--- config.mk ---
export PLATFORM = sky130hd
export DESIGN_NAME = t05_stage_sequencer
export DESIGN_NICKNAME = d
export VERILOG_FILES = /design/src/rtl/t05_stage_sequencer.sv
export SDC_FILE = /design/constraint.sdc
export NUM_CORES = 1
export LEC_CHECK = 0
export CAP_MARGIN = 30
export CORE_UTILIZATION = 30
export DETAILED_ROUTE_END_ITERATION = 16
export MAX_ROUTING_LAYER = met4
export PLACE_DENSITY = 0.62
export SETUP_SLACK_MARGIN = 0.4
export SYNTH_ARGS = -nofsm -noshare
export SYNTH_HDL_FRONTEND = slang
export SYNTH_SLANG_ARGS = --single-unit
--- constraint.sdc ---
create_clock -name clk -period 3.1 [get_ports clk]
set_input_delay 0.62 -clock clk [delete_from_list [all_inputs] [get_ports clk]]
set_output_delay 0.62 -clock clk [all_outputs]
set_load 0.05 [all_outputs]
--- src/rtl/t05_stage_sequencer.sv ---
// Top-level stage sequencer for the Huffman compression pipeline.
// Steps through NUM_STAGES stages in order. One stage (LOOP_SRC) may send the
// run back to LOOP_DST, up to MAX_LOOPS times. A per-stage watchdog, error
// capture and a restart/abort path are included.
// Optional feature macro: T05_SEQ_PERF_EN adds per-stage cycle counters
// that are read back through perf_sel/perf_cycles.
module t05_stage_sequencer #(
   parameter int NUM_STAGES = 6,
   parameter int STATE_W    = 4,
   parameter int TIMEOUT_W  = 16,
   parameter int LOOP_SRC   = 3,
   parameter int LOOP_DST   = 2,
   parameter int MAX_LOOPS  = 255,
   parameter int LOOP_W     = 8
) (
   input  logic                  clk,
   input  logic                  rst,
   input  logic                  start,
   input  logic                  restart,
   input  logic [TIMEOUT_W-1:0]  timeout_limit,
   input  logic [NUM_STAGES-1:0] stage_done,
   input  logic [NUM_STAGES-1:0] stage_loop,
   input  logic [NUM_STAGES-1:0] stage_err,
   output logic [STATE_W-1:0]    state_reg,
   output logic [NUM_STAGES-1:0] stage_start,
   output logic                  finished,
   output logic                  error,
   output logic [STATE_W-1:0]    err_stage,
   output logic [1:0]            err_code,
   output logic [LOOP_W-1:0]     loop_count,
   input  logic [STATE_W-1:0]    perf_sel,
   output logic [31:0]           perf_cycles
);

   localparam logic [STATE_W-1:0] S_IDLE  = '0;
   localparam logic [STATE_W-1:0] S_ERROR = STATE_W'(NUM_STAGES + 1);
   localparam logic [STATE_W-1:0] S_DONE  = STATE_W'(NUM_STAGES + 2);

   localparam logic [1:0] CODE_NONE     = 2'd0;
   localparam logic [1:0] CODE_STAGE    = 2'd1;
   localparam logic [1:0] CODE_TIMEOUT  = 2'd2;
   localparam logic [1:0] CODE_OVERFLOW = 2'd3;

   typedef enum logic [2:0] {
      PH_IDLE,
      PH_STAGE,
      PH_ERROR,
      PH_DONE,
      PH_ILLEGAL
   } phase_t;

   phase_t                  phase;
   logic                    cur_done;
   logic                    cur_loop;
   logic                    cur_err;
   logic                    wd_expired;
   logic [TIMEOUT_W-1:0]    wd_cnt;
   logic [STATE_W-1:0]      next_state;
   logic                    enter;
   logic                    err_set;
   logic [1:0]              err_code_n;
   logic [STATE_W-1:0]      err_stage_n;
   logic                    loop_inc;
   logic                    run_clear;
   logic                    abort;
   logic [NUM_STAGES-1:0]   start_vec;

   // Classify the current encoding and pick out the current stage's handshake bits.
   always_comb begin
      phase    = PH_ILLEGAL;
      cur_done = 1'b0;
      cur_loop = 1'b0;
      cur_err  = 1'b0;
      if (state_reg == S_IDLE)
         phase = PH_IDLE;
      else if (state_reg <= STATE_W'(NUM_STAGES))
         phase = PH_STAGE;
      else if (state_reg == S_ERROR)
         phase = PH_ERROR;
      else if (state_reg == S_DONE)
         phase = PH_DONE;
      for (int k = 1; k <= NUM_STAGES; k++) begin
         if (state_reg == STATE_W'(k)) begin
            cur_done = stage_done[k-1];
            cur_loop = stage_loop[k-1];
            cur_err  = stage_err[k-1];
         end
      end
   end

   assign wd_expired = (timeout_limit != '0) &&
                       (wd_cnt == timeout_limit - TIMEOUT_W'(1));

   // Next-state decision: restart beats stage error beats done beats watchdog.
   always_comb begin
      next_state  = state_reg;
      enter       = 1'b0;
      err_set     = 1'b0;
      err_code_n  = CODE_NONE;
      err_stage_n = '0;
      loop_inc    = 1'b0;
      run_clear   = 1'b0;
      abort       = 1'b0;
      start_vec   = '0;
      if (phase == PH_IDLE) begin
         if (start && !restart) begin
            next_state = STATE_W'(1);
            enter      = 1'b1;
            run_clear  = 1'b1;
         end
      end else if (restart) begin
         next_state = S_IDLE;
         abort      = 1'b1;
      end else begin
         case (phase)
            PH_STAGE: begin
               if (cur_err) begin
                  next_state  = S_ERROR;
                  err_set     = 1'b1;
                  err_code_n  = CODE_STAGE;
                  err_stage_n = state_reg;
               end else if (cur_done) begin
                  if (state_reg == STATE_W'(LOOP_SRC) && cur_loop) begin
                     if (loop_count == LOOP_W'(MAX_LOOPS)) begin
                        next_state  = S_ERROR;
                        err_set     = 1'b1;
                        err_code_n  = CODE_OVERFLOW;
                        err_stage_n = state_reg;
                     end else begin
                        next_state = STATE_W'(LOOP_DST);
                        enter      = 1'b1;
                        loop_inc   = 1'b1;
                     end
                  end else if (state_reg == STATE_W'(NUM_STAGES)) begin
                     next_state = S_DONE;
                  end else begin
                     next_state = state_reg + STATE_W'(1);
                     enter      = 1'b1;
                  end
               end else if (wd_expired) begin
                  next_state  = S_ERROR;
                  err_set     = 1'b1;
                  err_code_n  = CODE_TIMEOUT;
                  err_stage_n = state_reg;
               end
            end
            PH_ERROR, PH_DONE: next_state = state_reg;
            default: begin
               next_state  = S_ERROR;
               err_set     = 1'b1;
               err_code_n  = CODE_STAGE;
               err_stage_n = '0;
            end
         endcase
      end
      for (int k = 1; k <= NUM_STAGES; k++)
         start_vec[k-1] = enter && (next_state == STATE_W'(k));
   end

   // State register.
   always_ff @(posedge clk) begin
      if (rst)
         state_reg <= S_IDLE;
      else
         state_reg <= next_state;
   end

   // Registered status outputs, derived from the state being entered.
   always_ff @(posedge clk) begin
      if (rst) begin
         stage_start <= '0;
         finished    <= 1'b0;
         error       <= 1'b0;
      end else begin
         stage_start <= start_vec;
         finished    <= (next_state == S_DONE);
         error       <= (next_state == S_ERROR);
      end
   end

   // Fault capture: cleared when a run starts or is aborted, latched on a fault.
   always_ff @(posedge clk) begin
      if (rst) begin
         err_code  <= CODE_NONE;
         err_stage <= '0;
      end else if (run_clear || abort) begin
         err_code  <= CODE_NONE;
         err_stage <= '0;
      end else if (err_set) begin
         err_code  <= err_code_n;
         err_stage <= err_stage_n;
      end
   end

   // Loop-back counter for the current run.
   always_ff @(posedge clk) begin
      if (rst || run_clear)
         loop_count <= '0;
      else if (loop_inc)
         loop_count <= loop_count + LOOP_W'(1);
   end

   // Watchdog: restarts on every stage entry, saturates instead of wrapping.
   always_ff @(posedge clk) begin
      if (rst || enter)
         wd_cnt <= '0;
      else if (phase == PH_STAGE && wd_cnt != '1)
         wd_cnt <= wd_cnt + TIMEOUT_W'(1);
   end

`ifdef T05_SEQ_PERF_EN
   logic [31:0] perf_cnt [NUM_STAGES];
   logic [31:0] perf_rd;

   // Select the counter addressed by perf_sel; out-of-range selects read zero.
   always_comb begin
      perf_rd = '0;
      for (int k = 0; k < NUM_STAGES; k++)
         if (perf_sel == STATE_W'(k + 1))
            perf_rd = perf_cnt[k];
   end

   // Saturating per-stage cycle counters, cleared when a run starts.
   always_ff @(posedge clk) begin
      if (rst) begin
         for (int k = 0; k < NUM_STAGES; k++)
            perf_cnt[k] <= '0;
         perf_cycles <= '0;
      end else begin
         for (int k = 0; k < NUM_STAGES; k++) begin
            if (run_clear)
               perf_cnt[k] <= '0;
            else if (state_reg == STATE_W'(k + 1) && perf_cnt[k] != '1)
               perf_cnt[k] <= perf_cnt[k] + 32'd1;
         end
         perf_cycles <= perf_rd;
      end
   end
`else
   logic unused_perf_sel;
   assign unused_perf_sel = ^perf_sel;
   assign perf_cycles     = '0;
`endif

endmodule
==> results of run 1 <==
## area by class of cell
type | count | share of cell area (%)
Inverter | 10 | 0.918
Sequential cell | 42 | 20.7
Multi-Input combinational cell | 310 | 50.2
Timing Repair Buffer | 101 | 22.2
Clock buffer | 7 | 1.87
Tap cell | 133 | 4.07
## logic make-up (layout without fill, tap and decap cells)
family / Yosys count / in the layout / synth area share, %
compound gates: 66 / 66 / 16.3
xor+xnor: 38 / 38 / 11.5
fa+ha+maj: 3 / 3 / 1.25
buf+inv: 56 / 118 / 11.1
flops: 42 / 42 / 28.0
mux: 8 / 8 / 2.67
other cells: 1 / 32 / 0.125
simple gates: 163 / 163 / 29.0
## how the worst max path moves through the flow
stage / startpoint / endpoint / slack [ps]
final: timeout_limit[13] / err_code[0] / 280
after detailed placement: timeout_limit[11] / err_code[0] / -400
after CTS: timeout_limit[13] / err_code[0] / 200
after floorplan: timeout_limit[11] / err_code[0] / 250
after global routing: timeout_limit[10] / err_code[0] / 230
after global placement: timeout_limit[11] / err_code[0] / -350
## through the flow
stage,utilization (%),setup slack (ps),hold slack (ps),setup TNS [ps]
after CTS,41.3,203,479,0
after detailed placement,39.6,-398,457,-4150
after floorplan,-,245,521,0
final,42.0,275,484,0
after global placement,39.6,-346,450,-3530
after global routing,42.0,232,517,0
## metal layers
metal / vias to the layer above / GRT usage [%] / part of all wire [%] / wire length (um)
li1: 1465 / - / - / -
met1: 1339 / 19.6 / 46 / 3490
met2: 74 / 25.2 / 49 / 3680
met3: 6 / 2.53 / 4.0 / 298
met4: 0 / 2.42 / 0.99 / 75
met5: - / - / 0 / 0
## repair_timing
item | 4_1_cts | 5_1_grt
buffers inserted | 4 | 3
pin swaps | 17 | 14
endpoints found under the setup margin | 14 | 16
endpoints found under the hold margin | 0 | 0
gates resized for setup | 33 | 23
## cell usage in the layout (no fill, tap or decap), types with 10 or more instances in the layout
master,count
nand2_1,20
buf_4,42
nand3_1,15
a21oi_1,11
nor2_1,41
inv_1,10
xor2_1,19
xnor2_1,18
nor3_1,17
dfxtp_1,39
conb_1,32
clkdlybuf4s50_1,44
## tightest hold or removal path: stages (launching register included)
cell     delay [ps]
dfxtp_1         320
inv_1            70
a21oi_2          50
## power by group
group          switching [mW]  leakage, nW  internal, mW
combinational           0.172         1.14        0.0980
sequential            0.00552        0.340         0.542
clock                   0.169       0.0383         0.155
==> flow_summary_export.csv, run 1 <==
group,metric,value,unit
run_status,outcome,"finished, final reports clean",
setup_path,regToRegEndpoint,"err_code[0]",
finish,areaGrowthSynthToFinish,36.2,%
floorplan,core.rowCount,36,
sta,rsz0062_at_grt,"yes",
setup_path,crit_family,"simple AND/OR/NAND/NOR gates",
sta,period_share,91.1,%
yosys,synth_top_area_share,28.0,%
yosys,synthArstFlopShare,0,%
setup_path,cp_max_fo,6,
setup_path,worstReg2RegStart,"state_reg[1]",
yosys,yosysSeqAreaShare,28.0,%
placement,dp_hpwl,5.80,mm
finish,nFillCells,989,
global_routing,grt_max_degree,27,
placement,post_dp_cell_area,3860,sq um
finish,layout-drive-gt1-share,19.4,%
cts,cts_root_buf,"clkbuf_8",
setup_path,worst_setup_path_start_kind,"input pin",
routing,drt_iter0_markers,140,
setup_path,setup.worst_path.end_class,"flop",
setup_path,max_stage_delay,530,ps
pwr,power,1.14,mW
yosys,synth_ff_type,"dfxtp_1",
routing,drt_pass1_iterations,4,
yosys,synth_top_area_cell,"dfxtp_1",
finish,largest_register_ffs,16,
finish,regMostFlops,"wd_cnt",
yosys,ys_warn_count,0,
yosys,avgSynthCellArea,7.96,sq um
setup_path,crit_top_cell,"or4_4",
floorplan,core,9730,sq um
cts,cts_tree,"built",
global_routing,antenna_found_initial,0,
routing,drcViolationCount,0,
cts,numCtsBuffers,5,
yosys,yosysMostFrequentCell,"nor2_1",
sta,fmax,354,MHz
cts,holdBufCountCts,0,
setup_path,cpMaxStageDelayCell,"or4_4",
sta,finalClockSkew,6.02,ps
flow_run,maxCapViolCount,0,
pwr,leakage,1.52,nW
setup_path,arrival,3000,ps
cts,cts.sinks,42,
finish,final_cell_count_no_fill,603,
setup_path,reg2reg_depth,8,
worst_hold_path,min_to,"err_code[1]",
yosys,ys_ff_latch,42,
cts,clock_path_buffers,2,
finish,fin_nets,515,
cts,cts.clk_slew.worst_paths,70,ps
sta,worstMarginPinSlew,626,ps
sta,finalHoldViolCount,0,
placement,io_buffers,58,
placement,dpl.cell_count,589,
yosys,synth_cells,377,
finish,final_cell_area,4090,sq um
yosys,synth_common_cells,"nor2_1 (43), dfxtp_1 (42), buf_4 (32)",
worst_hold_path,hold_class,"reg2reg",
setup_path,critical_path_depth,9,
cts,clk_latency,280,ps
sta,setup_viol,0,
floorplan,start_util,30.9,%
global_routing,grt_pass1_vias,2691,
setup_path,worst-setup-path-type,"in2reg",
placement,place.gp.congestion,0.892,
pwr,peakVddDrop,0.000186,V
finish,reg.largest.list,"wd_cnt x16, loop_count x8, stage_start x6",
setup_path,required,3280,ps
worst_hold_path,hold_start,"err_code[1]",
routing,drt-total-wl,7.54,mm
routing,vias_per_cell,4.78,
global_routing,grtUsageTotal,15.2,%
yosys,synthesis.area,3000,sq um
cts,h-tree-depth,2,
finish,diodes,0,
routing,wl_per_cell,12.5,um
sta,slew_headroom,57.7,%
yosys,yosys.cell_types.count,65,
yosys,synth_edf_count,0,
floorplan,ioPinCount,100,
setup_path,worstPathCellList,"buf_6, or4_4, or2_1, or4_4, a2111oi_4, o2111a_2, buf_12, o21bai_4, a32o_1",
pwr,power_density,279,nW/um^2
floorplan,die_w,102,um
setup_path,cp.buffers_inverters,2,
finish,regArea,845,sq um
yosys,synthTopCellsByArea,"dfxtp_1 (28%), buf_4 (8.0%), xor2_1 (5.5%)",
routing,vias,2884,
sta,slew_violations,0,
sta,min_period,2820,ps
routing,ant_nets,0,
setup_path,rrSetupSlack,590,ps
floorplan,die_h,102,um
finish,multi_input_area,2050,sq um
global_routing,grt_overflow,0,
global_routing,grt_pass1_wl,12.4,mm
floorplan,die_area,10400,sq um
worst_hold_path,whs_path_depth,2,
Power figures use the tool's default switching activity.
==> run 2: changes to the inputs <==
--- a/config.mk
+++ b/config.mk
@@ -6,6 +6,7 @@
 export NUM_CORES = 1
 export LEC_CHECK = 0
 export CAP_MARGIN = 30
+export CORE_ASPECT_RATIO = 0.6
 export CORE_UTILIZATION = 30
 export DETAILED_ROUTE_END_ITERATION = 16
 export MAX_ROUTING_LAYER = met4
@@ -14,3 +15,4 @@
 export SYNTH_ARGS = -nofsm -noshare
 export SYNTH_HDL_FRONTEND = slang
 export SYNTH_SLANG_ARGS = --single-unit
+export TNS_END_PERCENT = 50
==> flow_summary_export.csv, run 2 (synthesis gave the netlist of run 1 again) <==
group,metric,value,unit
finish,nFillCells,924,
sta,period_share,93.3,%
finish,final_common_cell,"clkdlybuf4s50_1",
cts,h-tree-depth,2,
global_routing,met2_usage,22.9,%
setup_path,regToRegEndpoint,"stage_start[1]",
global_routing,grt_use_met1,24.0,%
cts,cts_root_buf,"clkbuf_16",
placement,io_buffers,58,
sta,rsz0062_at_grt,"yes",
sta,finalClockSkew,4.70,ps
global_routing,grt_pass1_vias,2708,
finish,final_cell_count_no_fill,608,
setup_path,cp_max_fo,7,
sta,finalHoldViolCount,0,
cts,cts.sinks,42,
sta,worstMarginPinSlew,516,ps
placement,post_dp_cell_area,3900,sq um
setup_path,arrival,3070,ps
floorplan,core,9430,sq um
setup_path,worst-setup-path-type,"in2reg",
worst_hold_path,min_to,"err_code[1]",
setup_path,required,3280,ps
floorplan,ioPinCount,100,
sta,slew_headroom,65.5,%
sta,fmax,346,MHz
placement,dp_hpwl,6.65,mm
placement,place.gp.congestion,0.925,
flow_run,maxCapViolCount,0,
setup_path,worstReg2RegStart,"state_reg[1]",
finish,regMostFlops,"wd_cnt",
worst_hold_path,hold_class,"reg2reg",
global_routing,busiest_layer,"met1",
setup_path,worst_setup_path_start_kind,"input pin",
routing,ant_nets,0,
finish,reg.largest.list,"wd_cnt x16, loop_count x8, stage_start x6",
setup_path,setup.worst_path.end_class,"flop",
floorplan,die_h,79.5,um
worst_hold_path,hold_start,"err_code[1]",
global_routing,grt_overflow,0,
cts,cts.clk_slew.worst_paths,60,ps
global_routing,antenna_found_initial,0,
global_routing,grt_pass1_wl,13.5,mm
finish,final_cell_area,4280,sq um
cts,clk_latency,290,ps
cts,cts_tree,"built",
finish,layout-drive-gt1-share,20.7,%
global_routing,grt_max_degree,27,
sta,setup_viol,0,
finish,diodes,0,
pwr,leakage,1.62,nW
worst_hold_path,whs_path_depth,2,
setup_path,reg2reg_depth,8,
floorplan,die_w,131,um
cts,numCtsBuffers,5,
run_status,outcome,"finished, final reports clean",
routing,drt_iter0_markers,226,
pwr,peakVddDrop,0.000193,V
sta,min_period,2890,ps
finish,fin_nets,522,
routing,wl_per_cell,14.1,um
setup_path,rrSetupSlack,400,ps
floorplan,die_area,10400,sq um
finish,largest_register_ffs,16,
routing,drt-total-wl,8.56,mm
routing,vias_per_cell,4.90,
global_routing,grtUsageTotal,16.7,%
global_routing,grt_use_met3,4.06,%
sta,slew_violations,0,
routing,drt_pass1_iterations,5,
finish,final_cell_mix,"clkdlybuf4s50_1 (44), buf_4 (43), nor2_1 (41), dfxtp_1 (40), conb_1 (32)",
sta,fin_setup_tns,0,ps
routing,vias,2977,
pwr,power_density,332,nW/um^2
floorplan,core.rowCount,27,
finish,areaGrowthSynthToFinish,42.6,%
routing,drcViolationCount,0,
setup_path,worstSetupStartpoint,"timeout_limit[11]",
cts,clock_path_buffers,2,
finish,final_core_util,45.4,%
placement,dpl.cell_count,592,
floorplan,start_util,31.8,%
## run 2: cell count changes in the layout (fill, tap and decap cells not counted), moves of 2 or more
cell           delta
buf_6             +4
dlygate4sd2_1     -2
clkbuf_8          -5
clkbuf_16         +5
clkbuf_2          +2
## run 2: timing repair
action	4_1_cts	5_1_grt
setup endpoints to repair	14	15
setup buffers	4	4
gates resized for setup	34	33
hold buffers	0	0
pin swaps	14	23
## run 2: worst max path at each step
stage,end,slack [ps],cells after the start
global placement,err_code[0],-370,8
floorplan,err_code[0],250,7
detailed placement,err_code[0],-390,8
global route,err_code[0],130,10
CTS,err_code[0],170,9
finish,err_code[0],210,10
## run 2: where the power goes
group	leakage, nW	total, mW	switching [mW]	internal (mW)
logic	1.20	0.284	0.180	0.104
clock network	0.0781	0.588	0.207	0.381
registers	0.339	0.548	0.00589	0.542
total	1.62	1.42	0.393	1.03
## run 2: cell type report
class	count	area (sq um)	share of cell area, %
repair buffers	108	980	22.9
multi-input cells	310	2100	48.9
clock buffers	7	133	3.10
inverters	10	37.5	0.877
flip-flops and latches	42	843	19.7
clock inverters	1	30.0	0.701
well taps	130	163	3.80
## run 2: worst max-delay path, stage by stage
cell and delay (ps):
buf_8 100, buf_6 100, or3_4 360, or3_4 380, a2111o_1 440, a222oi_1 310, o2111a_2 280, buf_12 140
o21bai_4 90, a32o_1 240
## run 2: metrics by stage
step | setup slack (ps) | hold slack (ps) | total power [mW]
after floorplan | 245 | 521 | 0.752
after global placement | -368 | 457 | 0.822
after detailed placement | -389 | 458 | 0.825
after CTS | 174 | 477 | 1.42
after global routing | 134 | 493 | 1.47
final | 208 | 469 | 1.42
## run 2: routing by layer
layer / vias up / share of wire (%)
li1: 1483 / -
met1: 1390 / 51
met2: 94 / 41
met3: 10 / 7.0
met4: 0 / 0.91
met5: - / 0
